$ cat config.mk
export PLATFORM = sky130hd
export DESIGN_NAME = mccoy_sequencer
export DESIGN_NICKNAME = d
export VERILOG_FILES = /design/src/rtl/mccoy_sequencer.sv
export SDC_FILE = /design/constraint.sdc
export NUM_CORES = 1
export LEC_CHECK = 0
export ABC_AREA = 1
export CAP_MARGIN = 20
export CORE_MARGIN = 2
export CORE_UTILIZATION = 54
export CTS_BUF_LIST = sky130_fd_sc_hd__clkbuf_2 sky130_fd_sc_hd__clkbuf_4 sky130_fd_sc_hd__clkbuf_8
export CTS_CLUSTER_SIZE = 20
export DETAILED_ROUTE_END_ITERATION = 8
export PLACE_DENSITY = 0.86
export SYNTH_ARGS = -nofsm -noshare
export SYNTH_HDL_FRONTEND = slang
export SYNTH_SLANG_ARGS = --single-unit
$ cat constraint.sdc
create_clock -name clk -period 2.4 [get_ports clk]
set_clock_uncertainty 0.15 [all_clocks]
set_input_delay 0.72 -clock clk [delete_from_list [all_inputs] [get_ports clk]]
set_output_delay 0.72 -clock clk [all_outputs]
set_load 0.01 [all_outputs]
$ cat src/rtl/mccoy_sequencer.sv
// Program buffer and run controller for the McCoy core: loads a 6-bit instruction stream,
// then runs the core from it. Optional watchdog enabled by defining MCCOY_SEQ_WDOG_EN.
module mccoy_sequencer #(
    parameter int unsigned DEPTH      = 16,
    parameter int unsigned AW         = 4,
    parameter logic [7:0]  MAX_CYCLES = 8'd255
) (
    input  logic          clk,
    input  logic          reset,
    input  logic          start_load,
    input  logic          start_run,
    input  logic          stop,
    input  logic          cmd_valid,
    input  logic [5:0]    cmd_data,
    output logic          cmd_ready,
    input  logic [7:0]    pc,
    output logic [5:0]    instr_out,
    output logic          core_reset,
    output logic [1:0]    state,
    output logic          halted,
    output logic          timeout,
    output logic [AW:0]   load_count,
    output logic [7:0]    run_cycles
);

    typedef enum logic [1:0] {
        StIdle = 2'b00,
        StLoad = 2'b01,
        StRun  = 2'b10,
        StHalt = 2'b11
    } state_e;

`ifdef MCCOY_SEQ_WDOG_EN
    localparam bit WdogEn = 1'b1;
`else
    localparam bit WdogEn = 1'b0;
`endif

    localparam logic [AW:0] DepthW = (AW+1)'(DEPTH);

    state_e        state_q, state_d;
    logic [AW:0]   count_q, count_d, count_inc;
    logic [7:0]    cycles_q, cycles_d;
    logic          timeout_q, timeout_d;
    logic          core_reset_q;
    logic          halted_q;
    logic          accept;
    logic          pc_in_range;
    logic          wdog_fire;
    logic [5:0]    mem [DEPTH];

    assign cmd_ready   = (state_q == StLoad) && (count_q < DepthW);
    assign accept      = cmd_ready && cmd_valid;
    assign count_inc   = count_q + (AW+1)'(accept);
    // Zero-extended compare so pc values beyond the buffer never alias into it.
    assign pc_in_range = ({1'b0, pc} < 9'(count_q));
    assign wdog_fire   = WdogEn && (state_q == StRun) && (cycles_q == MAX_CYCLES);

    always_comb begin
        state_d   = state_q;
        count_d   = count_q;
        cycles_d  = cycles_q;
        timeout_d = timeout_q;
        case (state_q)
            StIdle: begin
                if (start_load) begin
                    state_d = StLoad;
                    count_d = '0;
                end else if (start_run && (count_q != '0)) begin
                    state_d = StRun;
                end
            end
            StLoad: begin
                // A word accepted alongside start_run still counts toward the RUN check.
                count_d = count_inc;
                if (start_run) begin
                    state_d = (count_inc != '0) ? StRun : StIdle;
                end else if (stop) begin
                    state_d = StIdle;
                end
            end
            StRun: begin
                if (cycles_q != 8'hFF) begin
                    cycles_d = cycles_q + 8'd1;
                end
                if (!pc_in_range || stop || wdog_fire) begin
                    state_d = StHalt;
                end
                if (wdog_fire) begin
                    timeout_d = 1'b1;
                end
            end
            StHalt: begin
                if (start_load) begin
                    state_d = StLoad;
                    count_d = '0;
                end else if (start_run) begin
                    state_d = StRun;
                end
            end
            default: state_d = StIdle;
        endcase
        if ((state_d == StRun) && (state_q != StRun)) begin
            cycles_d  = '0;
            timeout_d = 1'b0;
        end
    end

    always_ff @(posedge clk) begin
        if (!reset) begin
            state_q      <= StIdle;
            count_q      <= '0;
            cycles_q     <= '0;
            timeout_q    <= 1'b0;
            core_reset_q <= 1'b1;
            halted_q     <= 1'b0;
        end else begin
            state_q      <= state_d;
            count_q      <= count_d;
            cycles_q     <= cycles_d;
            timeout_q    <= timeout_d;
            core_reset_q <= (state_d != StRun);
            halted_q     <= (state_d == StHalt);
        end
    end

    // Buffer is deliberately not reset; load_count alone defines the valid program.
    always_ff @(posedge clk) begin
        if (reset && accept) begin
            mem[count_q[AW-1:0]] <= cmd_data;
        end
    end

    assign instr_out  = ((state_q == StRun) && pc_in_range) ? mem[pc[AW-1:0]] : 6'b000000;
    assign core_reset = core_reset_q;
    assign state      = state_q;
    assign halted     = halted_q;
    assign timeout    = timeout_q;
    assign load_count = count_q;
    assign run_cycles = cycles_q;

endmodule

# Word level (Yosys, flattened, before mapping)
# Memories as Yosys holds them, arrays and structs flattened.
# Index checks and enable logic that the tools add are counted.
# word_totals
mem_bits_rw	96
word_cells	50
memories	1
inputBits	20
register_bits	17
# op_classes
eq_ne	9
order_cmp	2
mux	14
add_sub_neg	2
n_reduce_logical	16
n_bitwise	1
# mem_list
name	depth	width	rd	rd_ports_with_merged_regs	wr	line_no	source
mem	16	6	1	0	1	50	logic [5:0] mem [DEPTH];
# op_table
operator	n
2-to-1 mux 2 bit	8
one-hot mux 5 bit (2 select lines)	1
nonzero test 5 bit	2
adder 8 x 1 -> 8 bit (second input constant)	1
== test 2 bit (second input constant)	4
< comparator 8 x 5 -> 1 bit	1
inequality test 8 bit (second input constant)	1
one-hot mux 2 bit (4 select lines)	1
logical AND 1 bit	6
2-to-1 mux 6 bit	1
adder 5 x 1 -> 5 bit	1
< comparator 5 bit (second input constant)	1
2-to-1 mux 5 bit	1
inequality test 2 bit (second input constant)	2
AND reduction 2 bit	2
OR reduction 2 bit	2
== test 2 x 1 -> 1 bit (second input constant)	1
zero test 2 bit	1
2-to-1 mux 1 bit	2
inequality test 2 x 1 -> 1 bit (second input constant)	1
nonzero test 2 bit	1
zero test 1 bit	1
logical OR 1 bit	1
inverter 1 bit	1

# Depth between registers and ports, before layout
# logic_depth
depth_word	11
ltp_mapped	19
depth_no_buf	19

# Least setup slack after synthesis
# Ideal clock, no wire load.
# synth_path
kind	in2out
startpoint	input pc[4]
endpoint	output instr_out[0]
path_buffers	0
cell_stages	4
path_slack_ns	-0.321
arrival_time_ns	1.851
path_cell_list	ha_1 nor4_1 nand3_1 a311oi_1
# synth_via
elab_chain_len	3
# synth_lines
item	line_no	source
start, declared	16	input logic [7:0] pc,
< comparator 8 x 5 -> 1 bit	56	assign pc_in_range = ({1'b0, pc} < 9'(count_q));
logical AND 1 bit	134	assign instr_out = ((state_q == StRun) && pc_in_range) ? mem[pc[AW-1:0]] : 6'b000000;
2-to-1 mux 6 bit	134	
end, declared	17	output logic [5:0] instr_out,
# No other way between the ends.

# Worst setup path in the final report
# layout_path
startpoint	input pc[3]
endpoint	output instr_out[2]
# layout_via
elab_chain_len	3
elab_cells_between_ends	4
cone_classes	order compare (1); mux (1); reduce/logical (1); memory (1)
# layout_lines
item	line_no
< comparator 8 x 5 -> 1 bit	56
logical AND 1 bit	134
2-to-1 mux 6 bit (*)	134
# Every way passes the cells marked *; elsewhere a longest branch is shown, timed or not.

==> flow_metrics.py <==
metrics = {
    "detailed_routing": {
        "antenna_left": 0,
        "post_drt_via_cell_ratio": 6.02,
        "detailed_router_iteration_count_before_antenna_repair": 8,
        "number_of_vias_in_the_routed_layout": 4403,
        "post_detailed_route_drc_marker_count": 0,
        "wire_per_inst_um": 20.2,
        "finalWirelength_mm": 14.8,
        "detailedRoute.firstIterationViolations": 497,
    },
    "power_and_ir_drop": {
        "power-per-cell-area_nw_per_um2": 639,
        "peakVddDrop_v": 0.000380,
        "p_leak_nw": 2.67,
    },
    "setup_path": {
        "arrival_time_of_the_worst_setup_path_ps": 2070,
        "critical_path.most_common_cell": "buf_6",
        "critPathTopFamily": "buffers and inverters",
        "path_cells": "buf_6 -> ha_4 -> a21oi_2 -> nand2_2 -> nand2_4 -> nand3_4 -> buf_6 -> buf_6 -> a21oi_4 -> buf_2",
        "r2r-start": "state[1]$_SDFF_PN0_",
        "critical_path_required_ps": 1530,
        "worst_r2r_path_depth": 20,
        "worstPathMaxFanout": 3,
        "critPathKind": "in2out",
        "r2r_setup_slack_ps": -130,
        "start_kind": "primary input",
        "cp_max_stage_cell": "ha_4",
        "crit_path_end_kind": "output pin",
        "critPathBufInv": 4,
        "worst_r2r_endpoint": "halted$_SDFF_PN0_",
        "max_stage_delay_ps": 240,
    },
    "global_route": {
        "grt_pass1_wl_mm": 21.7,
        "grt_pass1_vias": 4261,
        "maximum_number_of_pins_on_one_net_before_global_route_repair": 27,
        "globalRouteOverflowTotal": 0,
        "grt_antenna_before_repair": 0,
        "overall_routing_resource_usage_pct": 28.8,
    },
    "min_path": {
        "timing.hold.worst.class": "reg2reg",
        "hold_end": "run_cycles[4]$_SDFFE_PP0P_",
        "worstHoldStart": "run_cycles[4]$_SDFFE_PP0P_",
        "min_delay_path_depth": 4,
    },
    "flow_run": {
        "maxCapViolations": 0,
    },
    "outcome": {
        "violated_checks": "negative setup slack",
        "status": "finished with violations",
    },
    "clocking": {
        "clk_pin_slew_ps": 80,
        "root_buffer_cell": "clkbuf_8",
        "h-tree-depth": 4,
        "cts_hold_buf": 0,
        "clock_latency_ps": 440,
        "cts_sinks": 113,
        "numCtsBuffers": 17,
        "clock_tree_from_tritoncts": "yes",
        "clock_tree.buffer_depth": 2,
    },
    "sta": {
        "worst_slew_pin_slew_ps": 699,
        "finalMaxSlewViolations": 0,
        "post_route_clock_period_utilization_pct": 122,
        "hold_violations": 0,
        "rsz0062_at_grt": "yes",
        "setup-violations-final": 18,
        "maxClockFrequency_mhz": 340,
        "final.setup.worst_slack_ps": -539,
        "period_needed_ps": 2940,
        "max_slew_margin_pct": 53.2,
    },
    "synth": {
        "ys_seq_area_share_pct": 63.8,
        "syn-mean-instance-area_um2": 10.4,
        "synthesis.nets": 516,
        "yosys.cell_types.count": 36,
        "syn_inst": 485,
        "ys_top_cells_by_area": "edfxtp_1, nand2_1, dfxtp_1",
        "mappedNetlistArea_um2": 5050,
        "yosys_warnings": 0,
        "synth_top_area_share_pct": 57.0,
        "synth_seq_cells": 113,
        "synthDominantAreaCellType": "edfxtp_1",
    },
    "placed_design": {
        "preCtsSetupSlack_ps": -1390,
        "post-dp-hpwl_mm": 8.64,
        "gp_routability_congestion": 0.993,
        "placed_cells": 682,
        "port_buffers": 43,
    },
    "floorplanning": {
        "io-pin-count": 45,
        "fp.coreArea_um2": 9150,
        "die_w_um": 101,
        "die_area_um2": 10100,
        "chipHeight_um": 101,
        "start_util_pct": 55.2,
        "std_cell_rows": 35,
    },
    "cells_and_area": {
        "synthToLayoutAreaGrowth_pct": 36.6,
        "share_of_final_layout_standard_cells_stronger_than_drive_strength_1_pct": 29.6,
        "nets_final": 639,
        "final_cells": 732,
        "antenna_cells_inserted": 0,
    },
}
layout by cell type, fill, tap and decap left out, types with 4 or more instances in the layout:
master	Yosys	routed
nand2_1	133	127
edfxtp_1	96	96
buf_4	2	62
nand3_1	52	51
nor2_1	38	37
clkdlybuf4s50_1	0	23
inv_1	26	22
a21oi_1	29	19
clkbuf_8	0	18
buf_6	0	15
dfxtp_1	17	12
inv_2	6	9
a21oi_2	1	9
buf_2	9	7
o21ai_1	4	6
o21ai_0	12	6
nand2_2	2	5
ha_4	0	5
clkinvlp_4	0	5
dfxtp_2	0	5
nand2_4	2	4
o21ai_2	0	4
a32o_1	4	4
nand4_1	4	4
xor2_1	4	4
ha_1	11	4
buf_12	0	4
synthesized netlist by cell type:
master,number
nand2_1,133
ha_1,11
xnor2_1,2
edfxtp_1,96
buf_4,2
buf_1,1
nor4_2,1
a32o_1,4
dfxtp_1,17
a21oi_2,1
nor4_1,1
o21bai_1,1
nor4_4,1
inv_2,6
clkinv_1,2
o22ai_1,2
o221ai_1,2
nand3_2,3
clkbuf_1,5
nand4_1,4
a21oi_1,29
nor2_1,38
xor2_1,4
nand2_2,2
a221oi_1,3
conb_1,1
inv_1,26
o21ai_1,4
nand2_4,2
buf_2,9
nor2_2,1
a311oi_1,3
o21ai_0,12
a31oi_1,3
nor3_1,1
nand3_1,52
how the worst max path moves through the flow:
stage                                           from      endpoint  slack (ps)  cells after the start
after floorplan                                pc[1]  instr_out[0]         -70                      8
after global placement                         pc[1]  instr_out[1]       -1270                     10
after detailed placement                       pc[1]  instr_out[5]       -1390                     10
after CTS                 load_count[4]$_SDFFE_PN0P_  instr_out[5]        -560                      8
after global routing      load_count[3]$_SDFFE_PN0P_  instr_out[5]        -630                      9
final                                          pc[3]  instr_out[2]        -540                     10
state kept, by name, summed over array words and instances (netlist names):
name,count
halted,1
mem,96
state,2
run_cycles,8
load_count,5
core_reset,1
metal layers:
metal	routed length [um]	track usage, %
met1	5250	33.8
met2	7640	50.1
met3	1290	7.28
met4	623	12.5
met5	0	0
worst min-delay path, delay by kind of cell (launching register included):
kind                   cells  cell delay (ps)
and+or+nand+nor            2              120
AOI/OAI and AO/OA          1               30
DFF                        1              350
buffers and inverters      1               60
layout make-up:
| type | instances | area [um2] |
|---|---|---|
| Inverter | 34 | 135 |
| Multi-Input combinational cell | 321 | 1900 |
| Sequential cell | 113 | 3230 |
| Fill cell | 532 | 2250 |
| Tap cell | 111 | 139 |
| Timing Repair Buffer | 121 | 1090 |
| Clock inverter | 14 | 155 |
| Clock buffer | 18 | 248 |
per-stage QoR:
stage               total power [W]  TNS [ps]  area [um2]  hold WS (ps)  util (%)
floorplan                   0.00237      -289        5220           386         -
global placement            0.00254    -28660        6180           412      67.5
detailed placement          0.00255    -30720        6180           430      67.5
CTS                         0.00435     -3840        6770           451      74.0
global route                0.00455     -6880        6900           467      75.4
finish                      0.00441     -4330        6900           451      75.4
where the power goes:
| group | internal [W] | switching (W) | total, W |
|---|---|---|---|
| combinational | 0.000169 | 0.000262 | 0.000432 |
| clock | 0.000959 | 0.000885 | 0.00184 |
| sequential | 0.00213 | 0.00000439 | 0.00214 |
| total | 0.00326 | 0.00115 | 0.00441 |
cells by family (layout without fill, tap and decap cells):
| group | Yosys count | in the layout | share of synthesized area (%) |
|---|---|---|---|
| DFF | 113 | 113 | 63.8 |
| buffers and inverters | 51 | 187 | 4.16 |
| xor gates and xnor gates | 6 | 6 | 1.04 |
| and+or+nand+nor | 239 | 239 | 20.6 |
| adders and majority gates | 11 | 11 | 2.72 |
| AOI/OAI and AO/OA | 64 | 64 | 7.58 |
| other | 1 | 1 | 0.0742 |
what timing repair did:
item                                    CTS  global route
gates cloned                              0             0
buffers inserted                         17             3
endpoints found under the setup margin   17            20
pin swaps                                25            18
resized for setup                        95            37
Note: power is estimated with default switching activity, not from simulation.
==> edit: new RTL, config.mk and constraints unchanged <==
`DEPTH`: 16 -> 8.
--- a/src/rtl/mccoy_sequencer.sv
+++ b/src/rtl/mccoy_sequencer.sv
@@ -1,7 +1,7 @@
 // Program buffer and run controller for the McCoy core: loads a 6-bit instruction stream,
 // then runs the core from it. Optional watchdog enabled by defining MCCOY_SEQ_WDOG_EN.
 module mccoy_sequencer #(
-    parameter int unsigned DEPTH      = 16,
+    parameter int unsigned DEPTH      = 8,
     parameter int unsigned AW         = 4,
     parameter logic [7:0]  MAX_CYCLES = 8'd255
 ) (
Function: changed (Yosys sat finds a counterexample within 10 cycles, from zero or initial values and one cycle with reset low).
==> edit against the original RTL <==
The run still ends with setup timing left. Routed wire length is 44% lower. First-iteration DRC count shrank 70%. Sequential cell count decreased by 48. Setup slack better by 0.22 ns. Synthesized area fell by 39%. Power is 40% lower. Register-to-register slack improved by 0.13 ns. Critical path depth shrank 3. Design area is 35% lower. Critical endpoint is now instr_out[4].
==> edit: results <==
group,metric,value,unit
status,status,"complete, but fails checks",
status,violations,"setup timing",
place,dpl.hpwl,4.99,mm
global_route,grt_use_met1,30.9,%
place,dp_slack,-1.20,ns
synth,yosysSeqAreaShare,58.1,%
critical_path,arrival,1.85,ns
synth,synth_cell_type_count,33,
min_path,hold_depth,2,
critical_path,crit_start,"pc[4]",
global_route,grt_max_degree,25,
critical_path,crit_family,"simple AND/OR/NAND/NOR gates",
place,gp_congestion,0.885,
final_layout,num-nets-final,435,
routing,vias,2642,
synth,synth_area_per_cell,9.85,µm²
sta,setup_violations,6,
routing,wl,8.34,mm
power,power_leakage,1.74,nW
final_layout,final_cells,481,
critical_path,r2r_cells,18,
global_route,use_met3,4.55,%
critical_path,r2r_slack,0,ns
global_route,track_usage,26.5,%
sta,worst_slew_pin_slew,0.473,ns
critical_path,slowest_delay,0.33,ns
final_layout,drive_gt1_share,34.5,%
sta,fin_ws,-0.321,ns
clocking,htreeDepth,3,
synth,netlist_top_cells_count,"86 x nand2_1, 48 x edfxtp_1, 28 x nor2_1",
final_layout,largest_reg_flops,48,
synth,syn_nets,342,
clocking,clock_latency,0.34,ns
global_route,grt_pass1_wl,12.5,mm
critical_path,cp_slowest_cell,"nor4_4",
synth,yosys-top-cells-area,"edfxtp_1 47%, dfxtp_1 11%, nand2_1 11%",
routing,dr.pass1.iters,5,
place,placed_area,0.00396,mm²
final_layout,diodes,0,
final_layout,area_growth,47.4,%
critical_path,rr_startpoint,"load_count[3]",
routing,drt-initial-drc-count,150,
sta,fin_hold_ws,0.437,ns
critical_path,endpoint,"instr_out[4]",
critical_path,crit_fanout,4,
global_route,use_met2,49.7,%
sta,finalSetupTns,-1.80,ns
[edit: changes by cell type after synthesis, moves of 4 or more]
cell      delta
o21ai_0      -5
buf_2        -6
inv_2        -4
nand3_1     -45
nand2_1     -47
edfxtp_1    -48
nor3_1       +6
nor2_1      -10
a32oi_1      +5
[edit: repair_timing]
item                                    4_1_cts  5_1_grt
pin swaps                                    23       17
endpoints found under the setup margin       35       49
setup buffers                                10        2
hold buffers                                  0        0
cloned                                        1        0
gates resized for setup                      88       37
[edit: cells by family after synthesis]
| family | count (synthesis) | share of synthesized area, % |
|---|---|---|
| fa+ha+maj | 11 | 4.49 |
| mux | 1 | 0.327 |
| simple gates | 139 | 19.1 |
| other cells | 1 | 0.122 |
| flops | 65 | 58.1 |
| buf+inv | 37 | 5.31 |
| compound gates | 50 | 10.5 |
| xor+xnor | 7 | 2.00 |
[edit: area by class of cell]
class	instances	share of cell area, %
repair buffers	92	19.5
well taps	72	2.00
clock inverters	7	2.60
multi-input cells	209	31.1
inverters	27	2.52
flip-flops and latches	65	39.5
clock buffers	9	2.74
[edit: per-layer routing]
layer | wire length [µm] | vias to the layer above
met3 | 365 | 13
met1 | 3300 | 1278
met4 | 119 | 0
li1 | - | 1252
met5 | 0 | -
met2 | 4560 | 99
[edit: worst reg2reg max path: cells and delay by family, from the launching register on]
kind	cells	cell delay, ns
flip-flops	1	0.33
AND/OR/NAND/NOR	11	0.94
adder cells (fa/ha/maj)	2	0.34
AO/OA/AOI/OAI	2	0.30
buffers and inverters	3	0.28
[edit: report_power, final]
| part | internal (W) | switching (W) |
|---|---|---|
| Sequential | 0.00121 | 0.00000777 |
| Clock | 0.000691 | 0.000430 |
| Combinational | 0.000139 | 0.000173 |
| Total | 0.00204 | 0.000611 |
